File: src/rtl/pkt_buf_ctrl.sv
// Packet-buffer controller: writes beats into a circular reg_file buffer,
// commits or drops whole packets, and replays committed packets downstream.
module pkt_buf_ctrl #(
  parameter int pDATA_WIDTH = 8,
  parameter int pDEPTH_RAM  = 64,
  parameter int pMAX_PKTS   = 8
) (
  input  logic                          iclk,
  input  logic                          irst,
  input  logic                          ivalid,
  input  logic [pDATA_WIDTH-1:0]        idata,
  input  logic                          ilast,
  output logic                          owr_en,
  output logic [$clog2(pDEPTH_RAM)-1:0] ow_addr,
  output logic [pDATA_WIDTH-1:0]        ow_data,
  output logic [$clog2(pDEPTH_RAM)-1:0] or_addr,
  input  logic [pDATA_WIDTH-1:0]        ir_data,
  output logic                          ovalid,
  output logic [pDATA_WIDTH-1:0]        odata,
  output logic                          olast,
  input  logic                          iready,
  output logic                          odrop,
  output logic [$clog2(pMAX_PKTS):0]    opkt_cnt,
  output logic [$clog2(pDEPTH_RAM):0]   ofree
);
  localparam int AW = $clog2(pDEPTH_RAM);
  localparam int QW = $clog2(pMAX_PKTS);
  localparam logic [AW:0] DEPTH = (AW+1)'(pDEPTH_RAM);
  localparam logic [QW:0] QMAX  = (QW+1)'(pMAX_PKTS);
  localparam logic [AW:0] ONE   = (AW+1)'(1);
  localparam logic [QW-1:0] QONE = QW'(1);
  localparam logic [QW:0] CONE  = (QW+1)'(1);

  typedef enum logic [1:0] {WR_IDLE, WR_PKT, WR_DROP} wr_st_t;

  wr_st_t        wr_st;
  logic [AW:0]   wr_ptr, wr_start, rd_rel, rd_iss;
  logic [AW:0]   end_q [pMAX_PKTS];
  logic [QW-1:0] q_tail, iss_idx;
  logic          rd_pend, pend_last;
  logic          skid_v, skid_last;
  logic [pDATA_WIDTH-1:0] skid_data;

  logic [AW:0] used, wr_ptr_nx, rd_rel_nx;
  logic        wr_act, drop_now, commit;
  logic        pop, pop_pkt, issue, iss_last;
  logic [1:0]  occ;

  // occ: entries that will sit in out+skid once this cycle's pop retires
  always_comb begin
    used      = wr_ptr - rd_rel;
    wr_act    = ivalid && (wr_st != WR_DROP);
    drop_now  = wr_act && ((used == DEPTH) ||
                (ilast && (opkt_cnt == QMAX)));
    owr_en    = wr_act && !drop_now;
    commit    = owr_en && ilast;
    pop       = ovalid && iready;
    pop_pkt   = pop && olast;
    occ       = 2'(ovalid) + 2'(skid_v) + 2'(rd_pend) - 2'(pop);
    issue     = (rd_iss != wr_start) && (occ <= 2'd1);
    iss_last  = (rd_iss + ONE) == end_q[iss_idx];
    wr_ptr_nx = drop_now ? wr_start :
                (owr_en ? wr_ptr + ONE : wr_ptr);
    rd_rel_nx = rd_rel + (AW+1)'(pop);
  end

  assign ow_addr = wr_ptr[AW-1:0];
  assign ow_data = idata;
  assign or_addr = rd_iss[AW-1:0];

  always_ff @(posedge iclk) begin
    if (commit) end_q[q_tail] <= wr_ptr + ONE;
  end

  always_ff @(posedge iclk or posedge irst) begin
    if (irst) begin
      wr_st    <= WR_IDLE;
      wr_ptr   <= '0;
      wr_start <= '0;
      q_tail   <= '0;
      odrop    <= 1'b0;
      opkt_cnt <= '0;
      ofree    <= DEPTH;
    end else begin
      odrop  <= drop_now;
      wr_ptr <= wr_ptr_nx;
      ofree  <= DEPTH - (wr_ptr_nx - rd_rel_nx);
      if (commit) begin
        wr_start <= wr_ptr + ONE;
        q_tail   <= q_tail + QONE;
      end
      unique case ({commit, pop_pkt})
        2'b10:   opkt_cnt <= opkt_cnt + CONE;
        2'b01:   opkt_cnt <= opkt_cnt - CONE;
        default: ;
      endcase
      unique case (wr_st)
        WR_IDLE, WR_PKT:
          if (ivalid)
            wr_st <= ilast ? WR_IDLE :
                     (drop_now ? WR_DROP : WR_PKT);
        WR_DROP:
          if (ivalid && ilast) wr_st <= WR_IDLE;
        default: wr_st <= WR_IDLE;
      endcase
    end
  end

  always_ff @(posedge iclk or posedge irst) begin
    if (irst) begin
      rd_iss    <= '0;
      rd_rel    <= '0;
      iss_idx   <= '0;
      rd_pend   <= 1'b0;
      pend_last <= 1'b0;
      skid_v    <= 1'b0;
      skid_last <= 1'b0;
      skid_data <= '0;
      ovalid    <= 1'b0;
      olast     <= 1'b0;
      odata     <= '0;
    end else begin
      rd_rel    <= rd_rel_nx;
      rd_pend   <= issue;
      pend_last <= iss_last;
      if (issue) begin
        rd_iss <= rd_iss + ONE;
        if (iss_last) iss_idx <= iss_idx + QONE;
      end
      if (pop || !ovalid) begin
        if (skid_v) begin
          ovalid    <= 1'b1;
          odata     <= skid_data;
          olast     <= skid_last;
          skid_v    <= rd_pend;
          skid_data <= ir_data;
          skid_last <= pend_last;
        end else begin
          ovalid <= rd_pend;
          olast  <= rd_pend && pend_last;
          if (rd_pend) odata <= ir_data;
        end
      end else if (rd_pend) begin
        skid_v    <= 1'b1;
        skid_data <= ir_data;
        skid_last <= pend_last;
      end
    end
  end
endmodule

File: config.mk
export PLATFORM = sky130hd
export DESIGN_NAME = pkt_buf_ctrl
export DESIGN_NICKNAME = d
export VERILOG_FILES = /design/src/rtl/pkt_buf_ctrl.sv
export SDC_FILE = /design/constraint.sdc
export NUM_CORES = 1
export LEC_CHECK = 0
export BUFFER_PORTS_ARGS = -buffer_cell sky130_fd_sc_hd__buf_2
export CAP_MARGIN = 30
export CELL_PAD_IN_SITES_DETAIL_PLACEMENT = 2
export CELL_PAD_IN_SITES_GLOBAL_PLACEMENT = 2
export CORE_MARGIN = 4
export CORE_UTILIZATION = 42
export CTS_BUF_LIST = sky130_fd_sc_hd__clkbuf_4 sky130_fd_sc_hd__clkbuf_8
export CTS_CLUSTER_SIZE = 10
export DETAILED_ROUTE_END_ITERATION = 7
export GPL_ROUTABILITY_DRIVEN = 0
export GPL_TIMING_DRIVEN = 0
export PLACE_DENSITY = 0.81
export SYNTH_ARGS = -nofsm -noshare
export SYNTH_HDL_FRONTEND = slang
export SYNTH_SLANG_ARGS = --single-unit
File: constraint.sdc
create_clock -name iclk -period 4.82 [get_ports iclk]
set_input_delay 0.964 -clock iclk [delete_from_list [all_inputs] [get_ports iclk]]
set_output_delay 0.964 -clock iclk [all_outputs]
set_load 0.02 [all_outputs]
==> results of run 1 <==
## cell usage after synthesis (3+ instances only)
master    instances
a21o_1            3
a21oi_1          20
and2_1            4
and3_1            4
buf_1             3
buf_2             3
buf_4            22
buf_6             3
clkbuf_1          5
dfrtp_1          69
edfxtp_1         56
ha_1             28
inv_1            26
mux2_2           14
mux2_4            9
mux2i_1          28
mux4_2            8
nand2_1          20
nand2b_1          4
nand3_1          16
nand3b_1          3
nand4_1           4
nor2_1           21
nor2b_1           5
nor3_1            6
nor4_1            3
o21a_1            4
o21ai_0           8
o22ai_1           3
xnor2_1          40
xor2_1           12
## sequential cells by signal, indices dropped and copies added (netlist names)
register,cells
wr_start,7
ofree,7
skid_data,8
q_tail,3
odrop,1
pend_last,1
wr_ptr,7
olast,1
rd_pend,1
opkt_cnt,4
skid_last,1
ovalid,1
rd_iss,7
odata,8
wr_st,2
rd_rel,7
skid_v,1
iss_idx,3
end_q,56
## final cells by class
| cell class | count | area, sq um |
|---|---|---|
| fillers | 1455 | 7295 |
| flip-flops and latches | 126 | 3435 |
| multi-input cells | 293 | 2485 |
| repair buffers | 65 | 342.8 |
| clock buffers | 19 | 249.0 |
| plain buffers | 36 | 244.0 |
| well taps | 184 | 230.2 |
| clock inverters | 13 | 146.4 |
| inverters | 27 | 107.6 |
## metal layers
layer	vias up	GRT usage (%)	part of all wire (%)
met5	-	0	0
met4	0	6.357	1.4
met3	19	3.971	2.1
met2	61	39.88	56
met1	2108	24.35	40
li1	1862	-	-
## repair_timing
item                                    4_1_cts  5_1_grt
endpoints found under the setup margin        1        1
gates cloned                                  0        0
hold endpoints to repair                      0        0
resized for setup                             1        0
setup buffers                                 0        2
## path summary, 6_finish.rpt
path                       slack [ps]  depth (start not counted)     endpoint
max                               240                         18     ofree[6]
min                               490                          1     wr_st[0]
max reg2reg                       240                         18     ofree[6]
min reg2reg                       490                          1     wr_st[0]
max in group asynchronous        3540                          2  wr_start[0]
min in group asynchronous         720                          2  opkt_cnt[2]
## stage by stage
stage                     total power [mW]  utilization, %  hold slack (ps)  std cells
after floorplan                      3.558               -            427.4        482
after global placement               4.138           46.45            438.3        721
after detailed placement             4.378           46.81            458.7        726
after CTS                            5.427           49.55            488.2        758
after global routing                 5.769           49.81            506.5        763
final                                5.378           49.81            490.5        763
## worst max-delay path, delay by kind of cell, from the launching register on
kind / cells / cell delay [ps]
buf+inv: 2 / 310
mux: 1 / 250
flops: 1 / 470
fa+ha+maj: 3 / 990
xor+xnor: 3 / 450
simple gates: 4 / 1070
compound gates: 5 / 950
## power by group through the flow
stage | Combinational, mW | Sequential, mW | Clock, mW
3_3_place_gp | 2.34 | 1.80 | 0
5_1_grt | 2.90 | 1.86 | 1.01
6_report | 2.62 | 1.81 | 0.946
4_1_cts | 2.64 | 1.82 | 0.968
2_1_floorplan | 1.72 | 1.84 | 0
3_5_place_dp | 2.55 | 1.83 | 0
## logic make-up (layout without fill, tap and decap cells)
family / Yosys count / after routing / synth area share (%)
multiplexers: 60 / 60 / 12.24
AO/OA/AOI/OAI: 47 / 47 / 4.688
buffers and inverters: 63 / 160 / 5.529
adder cells (fa/ha/maj): 31 / 31 / 6.410
XOR/XNOR: 52 / 52 / 7.292
AND/OR/NAND/NOR: 103 / 103 / 8.854
flip-flops: 126 / 126 / 54.99
==> run metrics, run 1 <==
status=finished, final reports clean; core area=between 10000 and 15000 sq um; Min-Delay Path Class=reg -> reg; Post-Syn Area=6246 sq um; max_cap viols=0; # hold bufs at CTS=0; Sw Ratio=41.05%; Peak VDD IR=between 0.4 and 0.5 mV; clock skew=17.23 ps; unrepaired setup endpoints after global routing=false; TritonCTS buffer count=17; synth unique cells=56; Ys Warns=0; average size of a mapped cell=about 13 sq um; Logic pwr share=48.7%; setup slack after layout=approximately 240 ps; drt first pass iters=4; fraction of layout cells with a size suffix above 1=29.02%; vias per cell=5.308; worst slew pin tran=1010 ps; Syn-to-layout area delta=15.91%; CTS tree=done; post-DP HPWL=11.62 mm; commonest non-fill, non-tap cell in the layout=dfrtp_1; top cell type's share of synthesized area=between 20% and 30%; IO Pins=64; worst path cell trace=ha_1 -> nor2_2 -> xnor2_1 -> or4_1 -> and4bb_4 -> nor2b_2 -> buf_6 -> buf_4 -> mux2i_1 -> o2bb2ai_1 -> ha_1 -> ha_1 -> a21o_1 -> a21oi_1 -> o21bai_1 -> a21oi_1 -> xnor2_1 -> xnor2_1; Die W=~130 um; wire per inst=22.00 um; min cycle time layout=4576 ps; DRC=0; Worst-Skew Late Latency=approximately 460 ps; worst setup path startpoint=wr_ptr[4]; hold path start=wr_st[1]; CTS Root Cell=clkbuf_8; maximum clock rate=218.5 MHz; area leader, netlist=dfrtp_1; top post-synthesis cells by area=dfrtp_1 (28%), edfxtp_1 (27%), ha_1 (5.6%); highest-count cells in the layout ignoring fill and taps=dfrtp_1 (69), buf_2 (61), edfxtp_1 (56); vias in the first global route=4789; Cell Rows=44; Total GRT Usage=a little over a fifth; Seq/Total Area, Yosys=approximately 55%; Slew headroom=32.15%; antenna fix cells=0; Pint=3.170 mW; Sequential Power Share=approximately 34%; ys flop type=dfrtp_1; Arr. time, crit path=4930 ps; largest net degree at the start of global routing=71; placed inst area=about 6800 sq um; syn_nets=533; PD cells=742.9 nW/um^2; leakage=3.066 nW; CP max stage cell=or4_1; worst r2r src=wr_ptr[4]; Die ar.=16890 sq um; H-tree Lvls=4; Sink Count=126; Setup Viol. Count Final=0; IO Port Bufs=between 50 and 60; Final Max Slew Viols=0; critical path required time=5180 ps; Place WS=127.9 ps; Post-synth ARST share=55.56%; WS Path Type=reg -> reg; die height=130.0 um; critical path launch point type=register; initial antenna violation count=0; Final Hold Fails=0; Final TNS setup=0 ps; Routed Antenna Nets=0; final wirelength=16.79 mm; clock power share=17.6%; Setup crit end kind=register; fin area=approximately 7200 sq um; CTS Buffer Depth=2; Initial Util=around 43%; slowest stage delay, CP=roughly 530 ps; fin crit share=about 95%; gr ovfl total=0; EDFF count, synth=56; Net Switching=2.208 mW; worst-path fanout max=10; global-route wire length before repair=approximately 27 mm; cell count after synthesis=around 480; Seq cells post-synth=126; NumNets Final=617; Iteration-0 DRC Markers=about 200; via count=4050; clk slew on worst S/H paths=70 ps
Power figures use the tool's default switching activity.
==> inputs of run 2 (changes only) <==
Settings changed: RECOVER_POWER from default to 50, TNS_END_PERCENT from default to 50.
==> run metrics, run 2 (synthesis results as in run 1) <==
status=finished with violations; failing checks=max-capacitance violations, max-slew violations; worst r2r src=wr_ptr[4]; PD cells=742.7 nW/um^2 (about the same); critical path launch point type=register; worst path cell trace=ha_1 -> nor2_2 -> xnor2_1 -> or4_1 -> and4bb_4 -> nor2b_2 -> buf_6 -> buf_4 -> mux2i_1 -> o2bb2ai_1 -> ha_1 -> ha_1 -> a21o_1 -> a21oi_1 -> o21bai_1 -> a21oi_1 -> xnor2_1 -> xnor2_1; Sink Count=126 (unchanged); antenna fix cells=0 (unchanged); worst slew pin tran=3186 ps (+2176 ps); IO Pins=64 (unchanged); CTS Buffer Depth=2 (unchanged); Final Hold Fails=0 (unchanged); NumNets Final=617 (unchanged); global-route wire length before repair=26.68 mm (unchanged); CTS tree=done; Worst Path Buf+Inv=2 (unchanged); Peak VDD IR=0.4479 mV (-1.3%); Initial Util=42.98% (unchanged); setup slack after layout=252.8 ps (+8.767 ps); Met1 Wirelength=6.733 mm (-0.30%); initial antenna violation count=0 (unchanged); Routed Antenna Nets=0 (unchanged); Largest regs=end_q: 56 flops, odata: 8 flops, skid_data: 8 flops; maximum clock rate=219.0 MHz (+0.19%); die height=130.0 um (unchanged); # hold bufs at CTS=0 (unchanged); cells on worst reg2reg path=18 (unchanged); max_cap viols=1 (+1); max FFs per register=56 (unchanged); Die ar.=16890 sq um (unchanged); vias per cell=5.324 (+0.30%); final wirelength=16.75 mm (-0.21%); wire per inst=21.95 um (-0.21%); Die W=130.0 um (unchanged); DRC=0 (unchanged); Place WS=127.9 ps (unchanged); reg-to-reg slack, setup=250 ps (about the same); Min-Delay Path Class=reg -> reg; Cell Rows=44 (unchanged); Worst-Skew Late Latency=450 ps (about the same); highest-count cells in the layout ignoring fill and taps=dfrtp_1 (69), edfxtp_1 (56), buf_2 (42); IO Port Bufs=55 (unchanged); largest net degree at the start of global routing=71 (unchanged); DR top layer=met4; Final Max Slew Viols=71 (+71); post-DP HPWL=11.62 mm (unchanged); leakage=3.002 nW (-2.1%); Setup Viol. Count Final=0 (unchanged); via count=4062 (+0.30%); hold path start=wr_st[1]; Setup crit end kind=register; clock skew=17.53 ps (+0.2906 ps); worst r2r dst=ofree[6]; fraction of layout cells with a size suffix above 1=25.22% (-3.8 points); vias in the first global route=4789 (unchanged); drt first pass iters=4 (unchanged); H-tree Lvls=4 (unchanged); TritonCTS buffer count=17 (unchanged); CP top delay family=simple AND/OR/NAND/NOR gates; core area=14530 sq um (unchanged); critical path required time=5180 ps (about the same); Arr. time, crit path=4930 ps (about the same); WS Path Type=reg -> reg; CTS Root Cell=clkbuf_8; metal3 WL=363 um (+1.7%); commonest non-fill, non-tap cell in the layout=dfrtp_1; most flop-heavy register=end_q; Slew headroom=-113.6% (-150 points); Hold EP=wr_st[0]; CP max stage cell=or4_1; clk slew on worst S/H paths=70 ps (about the same); Final TNS setup=0 ps (unchanged); Iteration-0 DRC Markers=177 (-13%); unrepaired setup endpoints after global routing=false; metal2 WL=9.409 mm (-0.28%); worst hold stages=1 (unchanged); Total GRT Usage=21.19% (unchanged); min cycle time layout=4567 ps (-8.767 ps); gr ovfl total=0 (unchanged); fin crit share=94.76% (-0.18 points); FILL cells=1467 (+0.82%); worst-path fanout max=10 (unchanged); slowest stage delay, CP=530 ps (about the same); Syn-to-layout area delta=15.38%
## run 2: changes by cell type in the layout (fill, tap and decap cells not counted)
cell,change
and2_0,+1
buf_2,-19
inv_4,-1
clkinvlp_2,+1
mux2_1,+1
and2_1,-1
buf_1,-1
buf_4,-2
mux2_2,-1
clkbuf_1,+22
## run 2: cell type report
cell class / count / area (sq um) / share of cell area, %
Clock buffer: 19 / 249.0 / 3.455
Buffer: 36 / 244.0 / 3.385
Timing Repair Buffer: 65 / 311.5 / 4.323
Tap cell: 184 / 230.2 / 3.194
Multi-Input combinational cell: 293 / 2485 / 34.48
Inverter: 27 / 106.4 / 1.476
Sequential cell: 126 / 3435 / 47.66
Clock inverter: 13 / 146.4 / 2.031
## run 2: per-stage QoR
stage	instances	hold slack [ps]	instance area (sq um)	utilization, %	power (mW)
2_1_floorplan	482	427.4	6246	-	3.558
3_3_place_gp	721	438.3	6751	46.45	4.138
3_5_place_dp	726	458.7	6803	46.81	4.378
4_1_cts	758	488.2	7202	49.55	5.427
5_1_grt	763	506.5	7207	49.59	5.742
6_report	763	490.5	7207	49.59	5.353
## run 2: power by group
group / leakage [nW] / total (mW) / internal [mW] / switching (mW)
Combinational: 1.43 / 2.59 / 1.09 / 1.50
Sequential: 1.37 / 1.82 / 1.53 / 0.284
Clock: 0.203 / 0.946 / 0.515 / 0.431
Total: 3.00 / 5.35 / 3.14 / 2.21
## run 2: routing by layer
layer  track usage (%)  vias to the layer above
met5                 0                        -
met4             6.357                        0
met1             24.35                     2118
met3             3.971                       20
met2             39.88                       60
li1                  -                     1864
## run 2: how the worst max path moves through the flow
stage,start,endpoint,slack [ps],cells after the start
finish,wr_ptr[4],ofree[6],250,18
global route,wr_ptr[3],ofree[6],30,18
CTS,wr_ptr[0],ofree[6],5,18
detailed placement,wr_ptr[0],ofree[6],130,19
global placement,wr_ptr[0],ofree[6],300,19
floorplan,wr_ptr[0],ofree[6],950,19
## run 2: what timing repair did
action,4_1_cts,5_1_grt
endpoints found under the setup margin,1,1
resized for setup,1,0
buffers inserted,0,2
